**src/rtl/external_input.sv**
```systemverilog
// Operator input unit: synchronises and debounces the ENTER button, queues the DIP-switch
// word on each press, and hands queued words to the CPU on input requests.
module external_input #(
    parameter int DEBOUNCE_CYCLES = 250000,
    parameter int FIFO_DEPTH      = 4,
    parameter int CNT_W           = 3
) (
    input  logic             clock,
    input  logic             reset,
    input  logic [15:0]      sw,
    input  logic             enterButton,
    input  logic             inputEnable,
    input  logic             changeEnable,
    input  logic             clearOverflow,
    output logic [15:0]      dataOut,
    output logic             dataValid,
    output logic             waiting,
    output logic [CNT_W-1:0] wordCount,
    output logic             fullLed,
    output logic             overflow
);

    localparam int PTR_W = $clog2(FIFO_DEPTH);
    localparam int DB_W  = $clog2(DEBOUNCE_CYCLES + 1);

    localparam logic [DB_W-1:0]  DB_LAST = DB_W'(DEBOUNCE_CYCLES - 1);
    localparam logic [CNT_W-1:0] DEPTH_C = CNT_W'(FIFO_DEPTH);

    localparam logic [0:0] ST_IDLE = 1'b0;
    localparam logic [0:0] ST_WAIT = 1'b1;

    logic [15:0]      sw_meta_q, sw_meta_d;
    logic [15:0]      sw_sync_q, sw_sync_d;
    logic             btn_meta_q, btn_meta_d;
    logic             btn_sync_q, btn_sync_d;
    logic [DB_W-1:0]  db_cnt_q, db_cnt_d;
    logic             level_q, level_d;
    logic             press_q, press_d;

    logic [15:0]      mem_q [FIFO_DEPTH];
    logic [PTR_W-1:0] wr_ptr_q, wr_ptr_d;
    logic [PTR_W-1:0] rd_ptr_q, rd_ptr_d;
    logic [CNT_W-1:0] count_q, count_d;
    logic             overflow_q, overflow_d;

    logic [0:0]       state_q, state_d;
    logic             waiting_q, waiting_d;
    logic [15:0]      data_out_q, data_out_d;
    logic             data_valid_q, data_valid_d;

    logic             request;
    logic             empty;
    logic             full;
    logic             pop;
    logic             push;

    always_comb begin
        sw_meta_d  = sw;
        sw_sync_d  = sw_meta_q;
        btn_meta_d = enterButton;
        btn_sync_d = btn_meta_q;

        // The counter only advances while the synced button disagrees with the accepted level;
        // any return to agreement restarts the stability window.
        db_cnt_d = '0;
        level_d  = level_q;
        if (btn_sync_q != level_q) begin
            if (db_cnt_q == DB_LAST) begin
                level_d = btn_sync_q;
            end else begin
                db_cnt_d = db_cnt_q + 1'b1;
            end
        end
        press_d = level_d & ~level_q;
    end

    always_comb begin
        request = inputEnable & changeEnable;
        empty   = (count_q == '0);
        full    = (count_q == DEPTH_C);

        pop       = 1'b0;
        state_d   = state_q;
        waiting_d = waiting_q;
        case (state_q)
            ST_IDLE: begin
                if (request) begin
                    if (!empty) begin
                        pop = 1'b1;
                    end else begin
                        state_d   = ST_WAIT;
                        waiting_d = 1'b1;
                    end
                end
            end
            ST_WAIT: begin
                if (!empty) begin
                    pop       = 1'b1;
                    waiting_d = 1'b0;
                    state_d   = ST_IDLE;
                end
            end
            default: begin
                state_d   = ST_IDLE;
                waiting_d = 1'b0;
            end
        endcase

        // A pop in the same cycle frees the slot, so a press on a full queue still lands.
        push = press_q & (~full | pop);

        overflow_d = overflow_q;
        if (clearOverflow) begin
            overflow_d = 1'b0;
        end
        if (press_q && full && !pop) begin
            overflow_d = 1'b1;
        end

        wr_ptr_d = push ? wr_ptr_q + 1'b1 : wr_ptr_q;
        rd_ptr_d = pop  ? rd_ptr_q + 1'b1 : rd_ptr_q;

        count_d = count_q;
        if (push && !pop) begin
            count_d = count_q + 1'b1;
        end else if (pop && !push) begin
            count_d = count_q - 1'b1;
        end

        data_out_d   = pop ? mem_q[rd_ptr_q] : data_out_q;
        data_valid_d = pop;
    end

    always_ff @(posedge clock or negedge reset) begin
        if (!reset) begin
            sw_meta_q    <= '0;
            sw_sync_q    <= '0;
            btn_meta_q   <= 1'b0;
            btn_sync_q   <= 1'b0;
            db_cnt_q     <= '0;
            level_q      <= 1'b0;
            press_q      <= 1'b0;
            wr_ptr_q     <= '0;
            rd_ptr_q     <= '0;
            count_q      <= '0;
            overflow_q   <= 1'b0;
            state_q      <= ST_IDLE;
            waiting_q    <= 1'b0;
            data_out_q   <= '0;
            data_valid_q <= 1'b0;
        end else begin
            sw_meta_q    <= sw_meta_d;
            sw_sync_q    <= sw_sync_d;
            btn_meta_q   <= btn_meta_d;
            btn_sync_q   <= btn_sync_d;
            db_cnt_q     <= db_cnt_d;
            level_q      <= level_d;
            press_q      <= press_d;
            wr_ptr_q     <= wr_ptr_d;
            rd_ptr_q     <= rd_ptr_d;
            count_q      <= count_d;
            overflow_q   <= overflow_d;
            state_q      <= state_d;
            waiting_q    <= waiting_d;
            data_out_q   <= data_out_d;
            data_valid_q <= data_valid_d;
        end
    end

    // Queue storage needs no reset: a slot is only ever read after it has been written.
    always_ff @(posedge clock) begin
        if (push) begin
            mem_q[wr_ptr_q] <= sw_sync_q;
        end
    end

    assign dataOut   = data_out_q;
    assign dataValid = data_valid_q;
    assign waiting   = waiting_q;
    assign wordCount = count_q;
    assign fullLed   = (count_q == DEPTH_C);
    assign overflow  = overflow_q;

endmodule

```
**config.mk**
```make
export PLATFORM = sky130hd
export DESIGN_NAME = external_input
export DESIGN_NICKNAME = d
export VERILOG_FILES = /design/src/rtl/external_input.sv
export SDC_FILE = /design/constraint.sdc
export NUM_CORES = 1
export LEC_CHECK = 0
export BUFFER_PORTS_ARGS = -buffer_cell sky130_fd_sc_hd__buf_4
export CAP_MARGIN = 20
export CORE_ASPECT_RATIO = 1.2
export CORE_MARGIN = 2
export CORE_UTILIZATION = 36
export DETAILED_ROUTE_END_ITERATION = 8
export HOLD_SLACK_MARGIN = 0.05
export PLACE_DENSITY_LB_ADDON = 0.05
export RECOVER_POWER = 50
export REMOVE_ABC_BUFFERS = 1
export SYNTH_ARGS = -nofsm -noshare
export SYNTH_HDL_FRONTEND = slang
export SYNTH_SLANG_ARGS = --single-unit
```
**constraint.sdc**
```tcl
create_clock -name clock -period 2.46 [get_ports clock]
set_input_delay 0.123 -clock clock [delete_from_list [all_inputs] [get_ports clock]]
set_output_delay 0.123 -clock clock [all_outputs]
set_load 0.05 [all_outputs]
```
==> flow_summary.ini, run 1 <==
[outcome]
status = finished with violations
violations = capacitance limit, slew limit

[cells_and_area]
multi_input_area_mm2 = 0.00128
most-common-layout-cells = dfrtp_1, edfxtp_1, buf_4, dlygate4sd3_1, mux2_2
area_growth_pct = 26.7
nFillCells = 1263
diodes = 0
layout-drive-gt1-share_pct = 31.2
final_area_mm2 = 0.00670
finalNetCount = 414
layout.area.seq_mm2 = 0.00395
mostFrequentLayoutCell = dfrtp_1

[critical_path]
end_kind = register
worstSetupStartpointType = register
cp.required_ps = 2760
arrival_ps = 2510
path_class = reg -> reg
worstPathMaxFanout = 5

[die]
die_area_mm2 = 0.0157
io_pins = 45
die_h_um = 137
start_util_pct = 36.8
core_area_mm2 = 0.0144
die_w_um = 115
std_cell_rows = 48

[route]
dr_total_vias = 2721
ant_nets = 0
drcViolationCount = 0
postRouteWirelength_um = 8890
vias_per_cell = 4.75
dr.pass1.iters = 4
drt_first_iter_violations = 150
route.detailed.wl_per_inst_um = 15.5

[synthesis]
synth_mux_area_share_pct = 10.9
synth_compound_area_share_pct = 1.35
synth_edf_count = 64
synthArstFlopShare_pct = 55.9
syn_area_mm2 = 0.00529
synth_xor_area_share_pct = 3.48
yosys.area_share.simple_pct = 6.77
synth_fa_ha_area_share_pct = 1.80
syn_inst = 297
synth_warnings = 0
seq_area_frac_synth_pct = 74.7
synthDistinctLibCells = 35
avgSynthCellArea_um2 = 17.8
synth-seq-cells = 145
synth-main-ff-cell = dfrtp_1
synth_top_family_by_area = multiplexers

[global_routing]
grt.overflow.total = 0
grt_pass1_vias = 2828
grt_pass1_wl_um = 14700
grt_max_degree = 82
grt_usage_pct = 12.8
antenna_found_initial = 0

[cts]
cts_made_buffers = 17
cts_tree = done
postCtsResizedCells = 0
clk_pin_slew_ps = 60
clk_latency_ps = 410
cts_buffer_depth = 2
clock_sinks = 145
clockRootBuffer = clkbuf_16
htreeDepth = 4

[timing]
maxSlewViolCount = 27
slew_headroom_pct = -4.34
finalHoldViolations = 0
rsz0062_at_grt = no
period_minus_slack_ps = 2220
worstMarginPinSlew_ps = 1570
min_period_over_period_pct = 90.1
setup_violations = 0
fmax_mhz = 451
setup_slack_ps = 244
skew_ps = 6.31

[power]
power-per-cell-area_mw_per_mm2 = 1080
swShare_pct = 29.5
p_sw_mw = 2.13
ir_drop_uv = 483
pwr-share-comb_pct = 24.6
share_seq_of_total_power_pct = 40.8
p_clk_share_pct = 34.7
power.internal_mw = 5.08
leakage_nw = 2.66

[placed_design]
numPortBuffers = 44
dpl.hpwl_um = 5340
gp_congestion = 0.709
place_area_mm2 = 0.00589
pre_cts_ws_ps = 243

[min_path]
hold_path.class = in -> reg

[flow_run]
drv_cap = 1
[repair_timing]
item,4_1_cts,5_1_grt
endpoints found under the hold margin,100,0
buffers inserted,0,0
hold buffers,21,0
[cells by family (layout without fill, tap and decap cells)]
kind of cell / Yosys count / after routing
adder cells (fa/ha/maj): 7 / 7
multiplexers: 35 / 35
XOR/XNOR: 21 / 21
buffers and inverters: 14 / 115
flip-flops: 145 / 145
AO/OA/AOI/OAI: 9 / 9
AND/OR/NAND/NOR: 66 / 66
[registers in the layout, indices dropped and copies added, names as in the netlist]
signal,flops
db_cnt_q,18
dataOut,16
rd_ptr_q,2
state_q,1
wr_ptr_q,2
sw_meta_q,16
waiting,1
overflow,1
mem_q,64
btn_meta_q,1
wordCount,3
level_q,1
btn_sync_q,1
dataValid,1
press_q,1
sw_sync_q,16
[stage by stage]
stage	TNS, ps	utilization, %	cells	hold WS (ps)	power, mW
detailed placement	0	41.0	519	233	4.77
CTS	0	46.5	572	118	7.34
global placement	0	41.0	519	232	4.76
global route	0	46.7	573	141	7.55
floorplan	-36310	-	289	-173	4.18
finish	0	46.7	573	137	7.21
[power by group through the flow]
stage | clock [mW] | combinational [mW] | sequential, mW
floorplan | 0 | 0.559 | 3.62
global placement | 0 | 1.77 | 2.99
detailed placement | 0 | 1.78 | 3.00
CTS | 2.58 | 1.81 | 2.95
global route | 2.68 | 1.90 | 2.98
finish | 2.50 | 1.77 | 2.94
[final timing paths]
kind / endpoint / from / slack [ps] / cells after the start
max: wordCount[1]$_DFFE_PN0P_ / wordCount[1]$_DFFE_PN0P_ / 240 / 7
min: state_q$_DFF_PN0_ / inputEnable / 140 / 4
max reg2reg: wordCount[1]$_DFFE_PN0P_ / wordCount[1]$_DFFE_PN0P_ / 240 / 7
min reg2reg: sw_sync_q[15]$_DFF_PN0_ / sw_meta_q[15]$_DFF_PN0_ / 340 / 0
max in group asynchronous: overflow$_DFFE_PN0P_ / reset / 870 / 3
min in group asynchronous: sw_sync_q[10]$_DFF_PN0_ / reset / 640 / 2
[synth_stat cells, types with 2 or more instances]
| cell | count | area, µm² |
|---|---|---|
| nand3_1 | 8 | 40.0 |
| ha_1 | 6 | 75.1 |
| clkbuf_1 | 4 | 15.0 |
| mux2_2 | 19 | 214 |
| buf_2 | 4 | 20.0 |
| nand4_1 | 5 | 31.3 |
| inv_1 | 6 | 22.5 |
| and3_1 | 4 | 25.0 |
| and4_1 | 2 | 17.5 |
| o21ai_0 | 3 | 15.0 |
| xnor2_1 | 10 | 87.6 |
| nor2_1 | 19 | 71.3 |
| mux4_2 | 16 | 360 |
| xor2_1 | 11 | 96.3 |
| nor3_1 | 3 | 15.0 |
| a21oi_1 | 3 | 15.0 |
| dfrtp_1 | 81 | 2030 |
| nor4_1 | 5 | 31.3 |
| nand2_1 | 9 | 33.8 |
| edfxtp_1 | 64 | 1920 |
[cell type report]
cell class / instances / share of cell area, %
sequential: 145 / 58.9
multi-input combinational: 138 / 19.2
timing repair buffer: 77 / 9.66
clock buffer: 19 / 6.46
tap: 175 / 3.27
clock inverter: 13 / 2.15
inverter: 6 / 0.336
[routing by layer]
metal  vias up  track usage (%)  routed length (µm)
met5         -                0                   0
met4         0             6.91                 208
met3        15             4.03                 312
met2        44             20.8                4500
met1      1385             15.2                3870
li1       1277                -                   -
[worst max-delay path, cell delays in order (launching register included)]
cell	delay, ps
dfrtp_1	430
nor3b_1	290
nand2_1	150
and2_0	240
ha_1	250
inv_1	70
fa_1	400
mux2_2	270
Note: power is estimated with default switching activity, not from simulation.
==> run 2: changes to the inputs <==
- SETUP_SLACK_MARGIN: unset -> 0.5
==> run 2 against run 1 <==
Register-to-register slack better by 300 ps. Critical endpoint unchanged. The flow still finishes with violations (capacitance limit, slew limit). Largest cell class unchanged. Non-clock buffer count up 9. Total power up 1.8%. Clock skew up 0.60 ps.
==> flow_summary.ini, run 2 (same netlist as run 1, synthesis figures left out) <==
[cts]
clk_latency_ps = 410
clockRootBuffer = clkbuf_16
cts_tree = done
cts_made_buffers = 17
cts_buffer_depth = 2
clock_sinks = 145
clk_pin_slew_ps = 60
htreeDepth = 4

[timing]
rsz0062_at_grt = yes
fmax_mhz = 523
setup_violations = 0
skew_ps = 6.91
min_period_over_period_pct = 77.7
finalHoldViolations = 0
period_minus_slack_ps = 1910
fin_tns_setup_ps = 0
maxSlewViolCount = 27
setup_slack_ps = 548
worstMarginPinSlew_ps = 1560
slew_headroom_pct = -4.29

[route]
drt_first_iter_violations = 151
ant_nets = 0
route.detailed.wl_per_inst_um = 15.4
vias_per_cell = 4.75
dr.pass1.iters = 4
drcViolationCount = 0
dr_total_vias = 2764
postRouteWirelength_um = 8970

[cells_and_area]
most-common-layout-cells = dfrtp_1, edfxtp_1, buf_4, dlygate4sd3_1
diodes = 0
regMostFlops = mem_q
mostFrequentLayoutCell = dfrtp_1
finalNetCount = 423
nFillCells = 1254
reg.largest.list = mem_q: 64 flops, db_cnt_q: 18 flops
post-route-util_pct = 47.4
largest_reg_flops = 64
fin_cells = 582
area_growth_pct = 28.7
layout-drive-gt1-share_pct = 34.9

[global_routing]
grt_pass1_wl_um = 14700
grt_max_degree = 82
antenna_found_initial = 0
grt_usage_pct = 12.9
grt.overflow.total = 0
grt_pass1_vias = 2853

[min_path]
hold_path.class = in -> reg

[die]
std_cell_rows = 48
io_pins = 45
start_util_pct = 36.8
core_area_mm2 = 0.0144
die_w_um = 115
die_area_mm2 = 0.0157
die_h_um = 137

[critical_path]
cp.required_ps = 2760
worstSetupStartpointType = register
arrival_ps = 2210
end_kind = register
path_class = reg -> reg
worstPathMaxFanout = 3

[power]
power-per-cell-area_mw_per_mm2 = 1080
power_mw = 7.34
ir_drop_uv = 689
leakage_nw = 2.71

[flow_run]
drv_cap = 1

[placed_design]
dpl.hpwl_um = 5340
post-place-cells = 519
pre_cts_ws_ps = 243
gp_congestion = 0.709
numPortBuffers = 44

[outcome]
status = finished with violations
violations = capacitance limit, slew limit
## run 2: critical path: stages (launching register included)
cell,delay [ps]
dfrtp_2,440
nor3b_2,210
nand2_1,90
and2_4,170
ha_4,160
inv_2,50
fa_2,420
mux2_4,270
## run 2: metal layers
metal  part of all wire (%)  up-vias  track usage, %
met2                     51       46            21.1
met4                    2.4        0            6.91
met1                     43     1406            15.2
met5                      0        -               0
met3                    3.5       16            4.03
li1                       -     1296               -
## run 2: repair_timing
item	in CTS	in global routing
endpoints found under the setup margin	2	2
endpoints found under the hold margin	100	0
setup buffers	5	4
gates resized for setup	9	4
hold buffers	21	0
pin swaps	2	5
## run 2: metrics by stage
| stage | hold WS [ps] | area [µm²] |
|---|---|---|
| 6_report | 139 | 6810 |
| 5_1_grt | 141 | 6810 |
| 4_1_cts | 118 | 6740 |
| 3_5_place_dp | 233 | 5890 |
| 3_3_place_gp | 232 | 5890 |
| 2_1_floorplan | -173 | 5250 |
## run 2: path summary, 6_finish.rpt
kind / end / from / depth (start not counted) / slack (ps)
max: wordCount[1]$_DFFE_PN0P_ / wordCount[1]$_DFFE_PN0P_ / 7 / 550
min: state_q$_DFF_PN0_ / inputEnable / 4 / 140
max reg2reg: wordCount[1]$_DFFE_PN0P_ / wordCount[1]$_DFFE_PN0P_ / 7 / 550
min reg2reg: sw_sync_q[15]$_DFF_PN0_ / sw_meta_q[15]$_DFF_PN0_ / 0 / 340
max in group asynchronous: wordCount[2]$_DFFE_PN0P_ / reset / 3 / 860
min in group asynchronous: sw_sync_q[10]$_DFF_PN0_ / reset / 2 / 640
## run 2: cell type report
class                           instances  area (µm²)  share of cell area (%)
Sequential cell                       145        3950                    58.1
Inverter                                6        22.5                   0.331
Multi-Input combinational cell        138        1320                    19.4
Tap cell                              175         219                    3.22
Clock inverter                         13         144                    2.11
Clock buffer                           19         433                    6.36
Timing Repair Buffer                   86         714                    10.5
## run 2: power breakdown
group,internal [mW],switching (mW)
clock network,1.57,0.928
logic,0.835,1.07
registers,2.76,0.173
==> run 3: changes to the inputs <==
- clock period: 2.46 -> 1.82 ns (I/O delays scaled with it)
==> run 3 against run 2 <==
The run ends with setup timing left. First-iteration DRC count is 15% lower. Clock skew decreased by 1.6 ps. Worst hold slack got worse by 27 ps. Combinational power rose by 81%. Fmax up 1.8%. Clock-buffer cell count rose by 2. Sequential share of layout area fell by 7.8 points. Cell count up 7.4%. Critical path type unchanged. Largest power group unchanged. Highest routed layer unchanged.
==> flow_summary.ini, run 3 (same netlist as run 1, synthesis figures left out) <==
[min_path]
hold_path.class = in -> reg
worstHoldStart = inputEnable

[die]
die_h_um = 137
die_area_mm2 = 0.0157
die_w_um = 115
core_area_mm2 = 0.0144
std_cell_rows = 48
io_pins = 45
start_util_pct = 36.8

[power]
ir_drop_uv = 1010
power_mw = 11.1
leakage_nw = 3.16
power-per-cell-area_mw_per_mm2 = 1420

[cts]
cts_buffer_depth = 2
cts_made_buffers = 17
htreeDepth = 4
clock_sinks = 145
cts_tree = done
clk_latency_ps = 410
clockRootBuffer = clkbuf_16
clk_pin_slew_ps = 50

[route]
drt_first_iter_violations = 129
drcViolationCount = 0
ant_nets = 0
dr.pass1.iters = 4
dr_total_vias = 2995
vias_per_cell = 4.79
route.detailed.wl_per_inst_um = 17.8
postRouteWirelength_um = 11100

[timing]
hold-worst-slack_ps = 112
min_period_over_period_pct = 103
maxSlewViolCount = 0
slew_headroom_pct = 42.8
rsz0062_at_grt = yes
worstMarginPinSlew_ps = 857
setup_slack_ps = -57.5
period_minus_slack_ps = 1880
fmax_mhz = 533
skew_ps = 5.32
finalHoldViolations = 0
setup_violations = 1

[critical_path]
cp.required_ps = 2120
worstPathMaxFanout = 2
rr_worst_depth = 7
path_class = reg -> reg
r2r_end = wordCount[1]$_DFFE_PN0P_
regToRegStartpoint = wordCount[1]$_DFFE_PN0P_
end_kind = register
r2r_slack_ps = -60
crit_path_start = wordCount[1]$_DFFE_PN0P_
worstSetupStartpointType = register
endpoint = wordCount[1]$_DFFE_PN0P_
arrival_ps = 2170

[cells_and_area]
finalNetCount = 466
largest_reg_flops = 64
most-common-layout-cells = dfrtp_1, edfxtp_1, buf_4, dlygate4sd3_1
area_growth_pct = 48.6
final_area_mm2 = 0.00786
regMostFlops = mem_q
layout-drive-gt1-share_pct = 47.8
reg.largest.list = mem_q: 64 flops, db_cnt_q: 18 flops
mostFrequentLayoutCell = dfrtp_1
diodes = 0

[global_routing]
use_met1_pct = 17.5
grt_pass1_vias = 3157
grt_pass1_wl_um = 16900
grt.overflow.total = 0
antenna_found_initial = 0
grt_max_degree = 52
busiest_layer = met2
met3_usage_pct = 3.99
grt_usage_pct = 15.0
grt_use_met2_pct = 25.8

[placed_design]
dpl.hpwl_um = 5780
gp_congestion = 0.749
place_area_mm2 = 0.00610
numPortBuffers = 44

[outcome]
status = finished with violations
violations = setup timing

[flow_run]
drv_cap = 0
run 3: changes by cell type in the layout (fill, tap and decap cells not counted), sizes merged:
| cell | before | now |
|---|---|---|
| buf | 47 | 87 |
| bufbuf | 0 | 1 |
| bufinv | 3 | 5 |
| clkbuf | 37 | 41 |
| clkinv | 8 | 5 |
| clkinvlp | 2 | 1 |
run 3: repair_timing:
item,CTS,global route
setup buffers,10,9
cloned,10,1
gates resized for setup,77,51
hold endpoints to repair,100,0
pin swaps,13,14
endpoints found under the setup margin,109,111
hold buffers,21,0
run 3: cell type report:
type / count / area (µm²)
inverter: 6 / 22.5
multi-input combinational: 138 / 1610
fill: 1159 / 6490
clock buffer: 21 / 460
clock inverter: 11 / 184
sequential: 145 / 3950
timing repair buffer: 129 / 1420
tap: 175 / 219
run 3: how the worst min path moves through the flow:
stage	depth (start not counted)	slack, ps	endpoint
after floorplan	0	-200	btn_meta_q$_DFF_PN0_
after global placement	1	60	dataOut[0]$_DFFE_PN0N_
after detailed placement	1	70	dataOut[0]$_DFFE_PN0N_
after CTS	4	80	state_q$_DFF_PN0_
after global routing	4	110	state_q$_DFF_PN0_
final	4	110	state_q$_DFF_PN0_
run 3: metal layers:
layer | part of all wire [%] | vias up | wire, µm
met2 | 54 | 55 | 5990
met1 | 41 | 1540 | 4550
met3 | 2.8 | 15 | 312
met4 | 2.2 | 0 | 242
met5 | 0 | - | 0
li1 | - | 1385 | -
run 3: worst max-delay path: stages (launching register included):
cell     delay, ps
dfrtp_1        400
nor3b_2        200
nand2_1        110
and2_4         170
ha_4           160
inv_2           40
fa_2           410
mux2_4         280
run 3: where the power goes:
group | leakage (nW) | switching, mW | total, mW | internal [mW]
Sequential | 1.56 | 0.207 | 3.94 | 3.73
Combinational | 1.29 | 1.70 | 3.43 | 1.73
Clock | 0.312 | 1.27 | 3.77 | 2.49
Total | 3.16 | 3.18 | 11.1 | 7.96
run 3: through the flow:
step / std cells / setup WS [ps] / util, % / setup TNS (ps)
after CTS: 615 / -42.4 / 52.8 / -78.5
after floorplan: 289 / -1740 / - / -88890
after detailed placement: 542 / -220 / 42.5 / -411
final: 625 / -57.5 / 54.8 / -57.5
after global routing: 625 / -118 / 54.8 / -439
after global placement: 542 / -147 / 42.5 / -285
